$ cat config.mk
export PLATFORM = sky130hd
export DESIGN_NAME = multicycle_control_fsm
export DESIGN_NICKNAME = d
export VERILOG_FILES = /design/src/rtl/multicycle_control_fsm.sv
export SDC_FILE = /design/constraint.sdc
export NUM_CORES = 1
export LEC_CHECK = 0
export BUFFER_PORTS_ARGS = -buffer_cell sky130_fd_sc_hd__clkbuf_2
export CORE_ASPECT_RATIO = 1.1
export CORE_UTILIZATION = 25
export CTS_BUF_LIST = sky130_fd_sc_hd__clkbuf_8
export DETAILED_ROUTE_END_ITERATION = 7
export GPL_TIMING_DRIVEN = 0
export PLACE_DENSITY_LB_ADDON = 0.2
export SYNTH_ARGS = -nofsm -noshare
export SYNTH_HDL_FRONTEND = slang
export SYNTH_SLANG_ARGS = --single-unit
$ cat constraint.sdc
create_clock -name clk -period 5.7 [get_ports clk]
set_input_delay 0.285 -clock clk [delete_from_list [all_inputs] [get_ports clk]]
set_output_delay 0.285 -clock clk [all_outputs]
set_load 0.01 [all_outputs]
$ cat src/rtl/multicycle_control_fsm.sv
// Multi-cycle control sequencer for the RV32I datapath.
// A Moore FSM walks each instruction through fetch, decode, execute, memory
// and write-back cycles, driving datapath selects and write enables, stalling
// on mem_ready, trapping unsupported opcodes and counting retired instructions.
// Optional feature: define JAL_EN to build the JAL state (opcode 111); without
// it, opcode 111 is treated as unsupported and traps to ILLEGAL.
module multicycle_control_fsm #(
   parameter int INSTRUCTION_LEN = 32,
   parameter int CNT_WIDTH       = 32
) (
   input  logic                       clk,
   input  logic                       rst_n,
   input  logic [INSTRUCTION_LEN-1:0] instruction,
   input  logic                       mem_ready,
   input  logic                       zero,
   output logic                       pc_write,
   output logic                       ir_write,
   output logic                       adr_src,
   output logic                       mem_read,
   output logic                       mem_write,
   output logic                       reg_write,
   output logic [1:0]                 result_src,
   output logic [1:0]                 alu_src_a,
   output logic [1:0]                 alu_src_b,
   output logic [1:0]                 alu_op,
   output logic                       illegal,
   output logic [3:0]                 state,
   output logic [CNT_WIDTH-1:0]       retired
);

   typedef enum logic [3:0] {
      S_FETCH     = 4'd0,
      S_DECODE    = 4'd1,
      S_MEM_ADR   = 4'd2,
      S_MEM_READ  = 4'd3,
      S_MEM_WB    = 4'd4,
      S_MEM_WRITE = 4'd5,
      S_EXEC_R    = 4'd6,
      S_EXEC_I    = 4'd7,
      S_ALU_WB    = 4'd8,
      S_BRANCH    = 4'd9,
      S_JAL       = 4'd10,
      S_ILLEGAL   = 4'd15
   } state_t;

   localparam logic [6:0] OP_LOAD   = 7'd3;
   localparam logic [6:0] OP_STORE  = 7'd35;
   localparam logic [6:0] OP_R      = 7'd51;
   localparam logic [6:0] OP_I      = 7'd19;
   localparam logic [6:0] OP_BRANCH = 7'd99;
   localparam logic [6:0] OP_JAL    = 7'd111;

   state_t               r_state;
   state_t               w_next_state;
   logic                 w_retire;
   logic [CNT_WIDTH-1:0] r_retired;
   logic [6:0]           w_opcode;
   logic                 w_unused_ir;

   assign w_opcode    = instruction[6:0];
   // Only the opcode field steers the sequencer; funct fields go to the ALU decoder.
   assign w_unused_ir = ^instruction[INSTRUCTION_LEN-1:7];

   // State register: reset aborts any instruction in flight and returns to FETCH.
   always_ff @(posedge clk or negedge rst_n) begin
      if (!rst_n) begin
         r_state <= S_FETCH;
      end else begin
         // NOTE: sequential state is updated with non-blocking assignments so every
         // register samples the pre-edge values regardless of block ordering.
         r_state <= w_next_state;
      end
   end

   // Retired-instruction counter: bumps on the final transition of each instruction.
   always_ff @(posedge clk or negedge rst_n) begin
      if (!rst_n) begin
         r_retired <= '0;
      end else if (w_retire) begin
         r_retired <= r_retired + CNT_WIDTH'(1);
      end
   end

   // Next-state logic and retirement strobe.
   always_comb begin
      // NOTE: every combinational output gets a default first so no path
      // through the case statement can leave a value held (inferred latch).
      w_next_state = S_FETCH;
      w_retire     = 1'b0;
      case (r_state)
         S_FETCH:     w_next_state = mem_ready ? S_DECODE : S_FETCH;
         S_DECODE: begin
            case (w_opcode)
               OP_LOAD, OP_STORE: w_next_state = S_MEM_ADR;
               OP_R:              w_next_state = S_EXEC_R;
               OP_I:              w_next_state = S_EXEC_I;
               OP_BRANCH:         w_next_state = S_BRANCH;
`ifdef JAL_EN
               OP_JAL:            w_next_state = S_JAL;
`endif
               default:           w_next_state = S_ILLEGAL;
            endcase
         end
         S_MEM_ADR:   w_next_state = (w_opcode == OP_LOAD) ? S_MEM_READ : S_MEM_WRITE;
         S_MEM_READ:  w_next_state = mem_ready ? S_MEM_WB : S_MEM_READ;
         S_MEM_WB: begin
            w_next_state = S_FETCH;
            w_retire     = 1'b1;
         end
         S_MEM_WRITE: begin
            if (mem_ready) begin
               w_next_state = S_FETCH;
               w_retire     = 1'b1;
            end else begin
               w_next_state = S_MEM_WRITE;
            end
         end
         S_EXEC_R:    w_next_state = S_ALU_WB;
         S_EXEC_I:    w_next_state = S_ALU_WB;
         S_ALU_WB: begin
            w_next_state = S_FETCH;
            w_retire     = 1'b1;
         end
         S_BRANCH: begin
            w_next_state = S_FETCH;
            w_retire     = 1'b1;
         end
`ifdef JAL_EN
         S_JAL:       w_next_state = S_ALU_WB;
`endif
         S_ILLEGAL:   w_next_state = S_ILLEGAL;
         default:     w_next_state = S_FETCH;
      endcase
   end

   // Moore output decode; everything is held at 0 while reset is asserted so the
   // datapath sees no request even though the state register already reads FETCH.
   always_comb begin
      pc_write   = 1'b0;
      ir_write   = 1'b0;
      adr_src    = 1'b0;
      mem_read   = 1'b0;
      mem_write  = 1'b0;
      reg_write  = 1'b0;
      result_src = 2'b00;
      alu_src_a  = 2'b00;
      alu_src_b  = 2'b00;
      alu_op     = 2'b00;
      illegal    = 1'b0;
      if (rst_n) begin
         case (r_state)
            S_FETCH: begin
               mem_read   = 1'b1;
               alu_src_b  = 2'b10;
               result_src = 2'b10;
               // PC+4 and the new instruction are captured only when memory delivers.
               ir_write   = mem_ready;
               pc_write   = mem_ready;
            end
            S_DECODE: begin
               alu_src_a = 2'b01;
               alu_src_b = 2'b01;
            end
            S_MEM_ADR: begin
               alu_src_a = 2'b10;
               alu_src_b = 2'b01;
            end
            S_MEM_READ: begin
               adr_src  = 1'b1;
               mem_read = 1'b1;
            end
            S_MEM_WB: begin
               result_src = 2'b01;
               reg_write  = 1'b1;
            end
            S_MEM_WRITE: begin
               adr_src   = 1'b1;
               mem_write = 1'b1;
            end
            S_EXEC_R: begin
               alu_src_a = 2'b10;
               alu_op    = 2'b10;
            end
            S_EXEC_I: begin
               alu_src_a = 2'b10;
               alu_src_b = 2'b01;
               alu_op    = 2'b10;
            end
            S_ALU_WB: begin
               reg_write = 1'b1;
            end
            S_BRANCH: begin
               alu_src_a = 2'b10;
               alu_op    = 2'b01;
               pc_write  = zero;
            end
`ifdef JAL_EN
            S_JAL: begin
               alu_src_a = 2'b01;
               alu_src_b = 2'b10;
               pc_write  = 1'b1;
            end
`endif
            S_ILLEGAL: begin
               illegal = 1'b1;
            end
            default: begin
            end
         endcase
      end
   end

   assign state   = r_state;
   assign retired = r_retired;

endmodule
### After elaboration in Yosys (flattened, before gate mapping)

Index checks and enable logic that the tools add are counted.

* latch bits: 0
* ROM bits: 0
* word-level logic and storage cells: 57
* input port bits: 36
* register bits: 36
* memories kept: 0
* memory bits (writable): 0
* output and inout bits: 51

* multiply operators: 0
* equal/unequal tests: 15
* reductions and logical operators: 9
* div/mod/pow operators: 0
* $lt $le $gt $ge: 0
* bitwise logic cells: 0
* add/subtract/negate cells: 1
* shift-type cells: 0
* muxes and demuxes: 30

Operators with widths (count)
* 32-bit by 1-bit adder with 32-bit output (second input constant): 1
* 4-bit case mux with 7 select lines: 1
* 4-bit by 3-bit == test with 1-bit output (second input constant): 4
* 2-bit case mux with 2 select lines: 4
* 4-bit case mux with 4 select lines: 1
* 1-bit 2-to-1 mux: 15
* 7-bit by 6-bit == test with 1-bit output (second input constant): 2
* 4-bit == test (second input constant): 3
* 2-bit OR reduction: 5
* 3-bit 2-to-1 mux: 3
* 4-bit by 2-bit == test with 1-bit output (second input constant): 2
* 2-bit 2-to-1 mux: 4
* 7-bit by 2-bit == test with 1-bit output (second input constant): 1
* 7-bit by 5-bit == test with 1-bit output (second input constant): 1
* 7-bit == test (second input constant): 1
* 3-bit OR reduction: 2
* 4-bit by 1-bit == test with 1-bit output (second input constant): 1
* 4-bit logical NOT: 1
* 1-bit case mux with 2 select lines: 2
* 4-bit OR reduction: 1

### Depth between registers and ports, before layout

* depth after elaboration: 4
* mapped depth: 7
* gate-level depth less buffers: 5

### Worst setup path after synthesis

No wires, ideal clock.

* kind: flip-flop to flip-flop
* start point: register r_state[3], in the netlist state[3]
* end point: register r_retired[27], in the netlist retired[27]
* stages on the path, launching flop included: 8
* data arrival time: 1.862 ns
* path slack: 3.759 ns
* setup time: 0.079 ns
* cells stage by stage: dfrtp_1 buf_6 nand2b_4 o21a_1 or4_4 buf_6 nor3_2 xor2_1

* longest elaborated chain between the ends: 3
* elaborated cells between the ends (all ways): 6
* classes of those cells: 4 x eq/ne; 1 x mux; 1 x reduce/logical

RTL lines
* start, declared: line 53 `state_t r_state;`
* start signal, assigned: line 71 `r_state <= w_next_state;`
* 4-bit == test or 4-bit by 3-bit == test with 1-bit output (tied branches): line 90 `case (r_state)`
* 3-bit OR reduction (no line)
* 1-bit case mux with 2 select lines (*): line 90
* end signal, assigned: line 80 `r_retired <= r_retired + CNT_WIDTH'(1);`
* end, declared: line 56 `logic [CNT_WIDTH-1:0] r_retired;`

Every way passes the cells marked *; elsewhere a longest branch is shown, timed or not.
A chain may end at the register's enable or synchronous reset.

### Worst setup path in the final report

* start point: input rst_n
* end point: output pc_write

* longest elaborated chain between the ends: 1

RTL lines
* start, declared: line 12 `input logic rst_n,`
* 1-bit 2-to-1 mux: line 150 `if (rst_n) begin`
* end, declared: line 16 `output logic pc_write,`

No other way between the ends.

==> reports/metrics.csv <==
metric;value;unit
Starting Density;0.263;
vias in the first global route;1652;
1st-pass router iterations;4;
htree depth;2;
Port Buffers;60;
Post-CTS Setup Inserts;0;
critical path class;primary input to primary output;
Clk pwr share;0.245;
crit path DAT;1.91;ns
Syn Std Cell Area;1980;um^2
RR Startpoint;retired[4];
power after layout;0.000895;W
worst min-delay path category;primary input to asynchronous set/reset pin;
GRT Resource Usage Total;0.121;
Iteration-0 DRC Markers;61;
Antenna diodes;0;
highest clock rate;0.456;GHz
clk buf depth;2;
CP Max Fanout;43;
combinational share of power;0.378;
global-route wire length before repair;7.87;mm
Routed Antenna Nets;0;
unrepaired setup endpoints after global routing;no;
Seq/Total Area, Yosys;0.454;
Die H;95.4;um
post_cts resized;0;
post-DP HPWL;3.49;mm
clk_lat worst skew;0.29;ns
Slew @ Worst Pin;1.06;ns
CTS buffer count;5;
gr ovfl total;0;
clock slew at reported path FFs;0.07;ns
Int Pwr;0.000556;W
CTS tree;done;
ys flop type;dfrtp_1;
Top Ports;87;
worst reg2reg path depth;6;
Worst Skew;0.00720;ns
Placer Congestion;0.856;
Root Buffer;clkbuf_8;
initial antenna violation count;0;
largest net degree at the start of global routing;44;
peak supply drop;0.127;mV
Final setup viols;0;
crit path launch;rst_n;
core box area;7560;um^2
Syn Area/Cell;9.54;um^2
syn_nets;245;
Crit Reg-Reg Endpoint;retired[29];
die area;8300;um^2
Yosys reg bits;36;
share of layout cells above drive strength 1;0.286;
setup_tns;0;ns
Worst slew margin;0.295;
WP data required;5.41;ns
smallest hold slack;0.179;ns
hold_buf cts;0;
Final Hold Vio Count;0;
final worst slack;3.51;ns
routed len/inst;12.5;um
die width;86.9;um
Slew Limit Fails;0;
Via-to-Cell Ratio;4.52;
critical path endpoint category;primary output;
CTS Sinks;36;
area grow syn2layout;27.2;%
Switching Power;0.000339;W
row count;33;
Final Cycle Share;0.385;
R2R setup slack;3.68;ns
yosys warns;0;
PwrDens;355;nW/um^2
Final min period;2.19;ns
nets@finish;312;
Max Cap Violations;0;
CP Launch Type;primary input;
Syn Inst Count;208;
worst setup path end;pc_write;
worst slack, placed;3.44;ns
total wire length;4.78;mm
status;complete, no violations;
ys async rst share;1.00;
number of synthesized flops with an enable pin;0;
Synth cell types;39;
residual DRC count;0;
Via Count;1724;
Sequential Power Share;0.377;
Net Sw Frac;0.379;
Static Leak;1.19;nW
[cells in the final DEF, fill, tap and decap left out, drive strengths merged]
cell	Yosys	final
a21o	1	1
nor2b	6	6
a21oi	4	4
a31oi	1	1
xor2	18	18
buf	3	3
or4	1	1
ha	1	1
nand2	24	24
nor4	4	4
dfrtp	36	36
nand3	10	10
xnor2	15	15
o22ai	1	1
and2	2	2
nand4	6	6
a311oi	1	1
nor3b	1	1
and4b	1	1
or2	1	1
and3	12	12
nor3	12	12
mux2	1	1
clkinv	0	1
o41ai	1	1
bufinv	0	1
o21ai	4	4
inv	7	8
nand2b	3	3
o211a	1	1
a22oi	1	1
o21a	1	1
clkbuf	5	70
and4	3	3
nor2	16	16
a21boi	1	1
o211ai	3	3
[stage by stage]
step / instances / area [um^2] / util
6_report: 381 / 2520 / 0.334
5_1_grt: 381 / 2520 / 0.334
4_1_cts: 381 / 2520 / 0.334
3_5_place_dp: 373 / 2420 / 0.320
3_3_place_gp: 373 / 2420 / 0.320
2_1_floorplan: 208 / 1980 / -
[critical path: stages]
cell	delay [ns]
clkbuf_2	0.77
nand2_1	0.23
nor2_1	0.20
and2_1	0.18
a21o_1	0.09
clkbuf_2	0.12
[cell usage after synthesis, drive strengths merged, types with 3 or more instances]
| master | instances | area [um^2] |
|---|---|---|
| a21oi | 4 | 20.0 |
| clkbuf | 5 | 18.8 |
| and4 | 3 | 26.3 |
| nor3 | 12 | 90.1 |
| nor2 | 16 | 60.1 |
| and3 | 12 | 75.1 |
| buf | 3 | 27.5 |
| nand4 | 6 | 37.5 |
| nor2b | 6 | 37.5 |
| o21ai | 4 | 20.0 |
| inv | 7 | 26.3 |
| o211ai | 3 | 22.5 |
| xor2 | 18 | 158 |
| nand2 | 24 | 90.1 |
| nand3 | 10 | 50.1 |
| xnor2 | 15 | 131 |
| nand2b | 3 | 26.3 |
| dfrtp | 36 | 901 |
| nor4 | 4 | 25.0 |
[registers in the layout, summed over array words and instances (netlist names)]
signal / flops
state: 4
retired: 32
[how the worst min path moves through the flow]
| stage | from | to | slack (ns) | cells past startpoint |
|---|---|---|---|---|
| 4_1_cts | rst_n | retired[17] | 0.22 | 1 |
| 3_3_place_gp | retired[31] | retired[31] | 0.45 | 1 |
| 2_1_floorplan | rst_n | retired[0] | -0.01 | 0 |
| 5_1_grt | rst_n | retired[31] | 0.26 | 1 |
| 6_report | rst_n | retired[26] | 0.18 | 1 |
| 3_5_place_dp | retired[31] | retired[31] | 0.46 | 1 |
[logic make-up after synthesis]
group	count (synthesis)	share of synthesized area
muxes	1	0.00567
DFF	36	0.454
and+or+nand+nor	102	0.285
buffers and inverters	15	0.0366
adders and majority gates	1	0.00630
xor gates and xnor gates	33	0.146
AOI/OAI and AO/OA	20	0.0668
[cell type report]
| class | instances | area (um^2) |
|---|---|---|
| tap | 105 | 131 |
| fill | 804 | 5030 |
| buffer | 8 | 46.3 |
| timing repair buffer | 60 | 300 |
| sequential | 36 | 901 |
| clock buffer | 5 | 68.8 |
| multi-input combinational | 157 | 1010 |
| inverter | 7 | 26.3 |
| clock inverter | 3 | 38.8 |
[layer usage]
| layer | vias to the layer above | routed length (um) | global-route usage |
|---|---|---|---|
| met5 | - | 0 | 0 |
| met4 | 0 | 103 | 0.0583 |
| met3 | 7 | 238 | 0.0268 |
| met2 | 51 | 2200 | 0.189 |
| met1 | 813 | 2240 | 0.159 |
| li1 | 853 | - | - |
[power by group through the flow]
| stage | Clock, W | Combinational [W] | Sequential [W] |
|---|---|---|---|
| 3_5_place_dp | 0 | 0.000338 | 0.000343 |
| 2_1_floorplan | 0 | 0.000213 | 0.000347 |
| 3_3_place_gp | 0 | 0.000340 | 0.000343 |
| 5_1_grt | 0.000237 | 0.000376 | 0.000346 |
| 4_1_cts | 0.000229 | 0.000339 | 0.000339 |
| 6_report | 0.000220 | 0.000338 | 0.000337 |
Note: power is estimated with default switching activity, not from simulation.
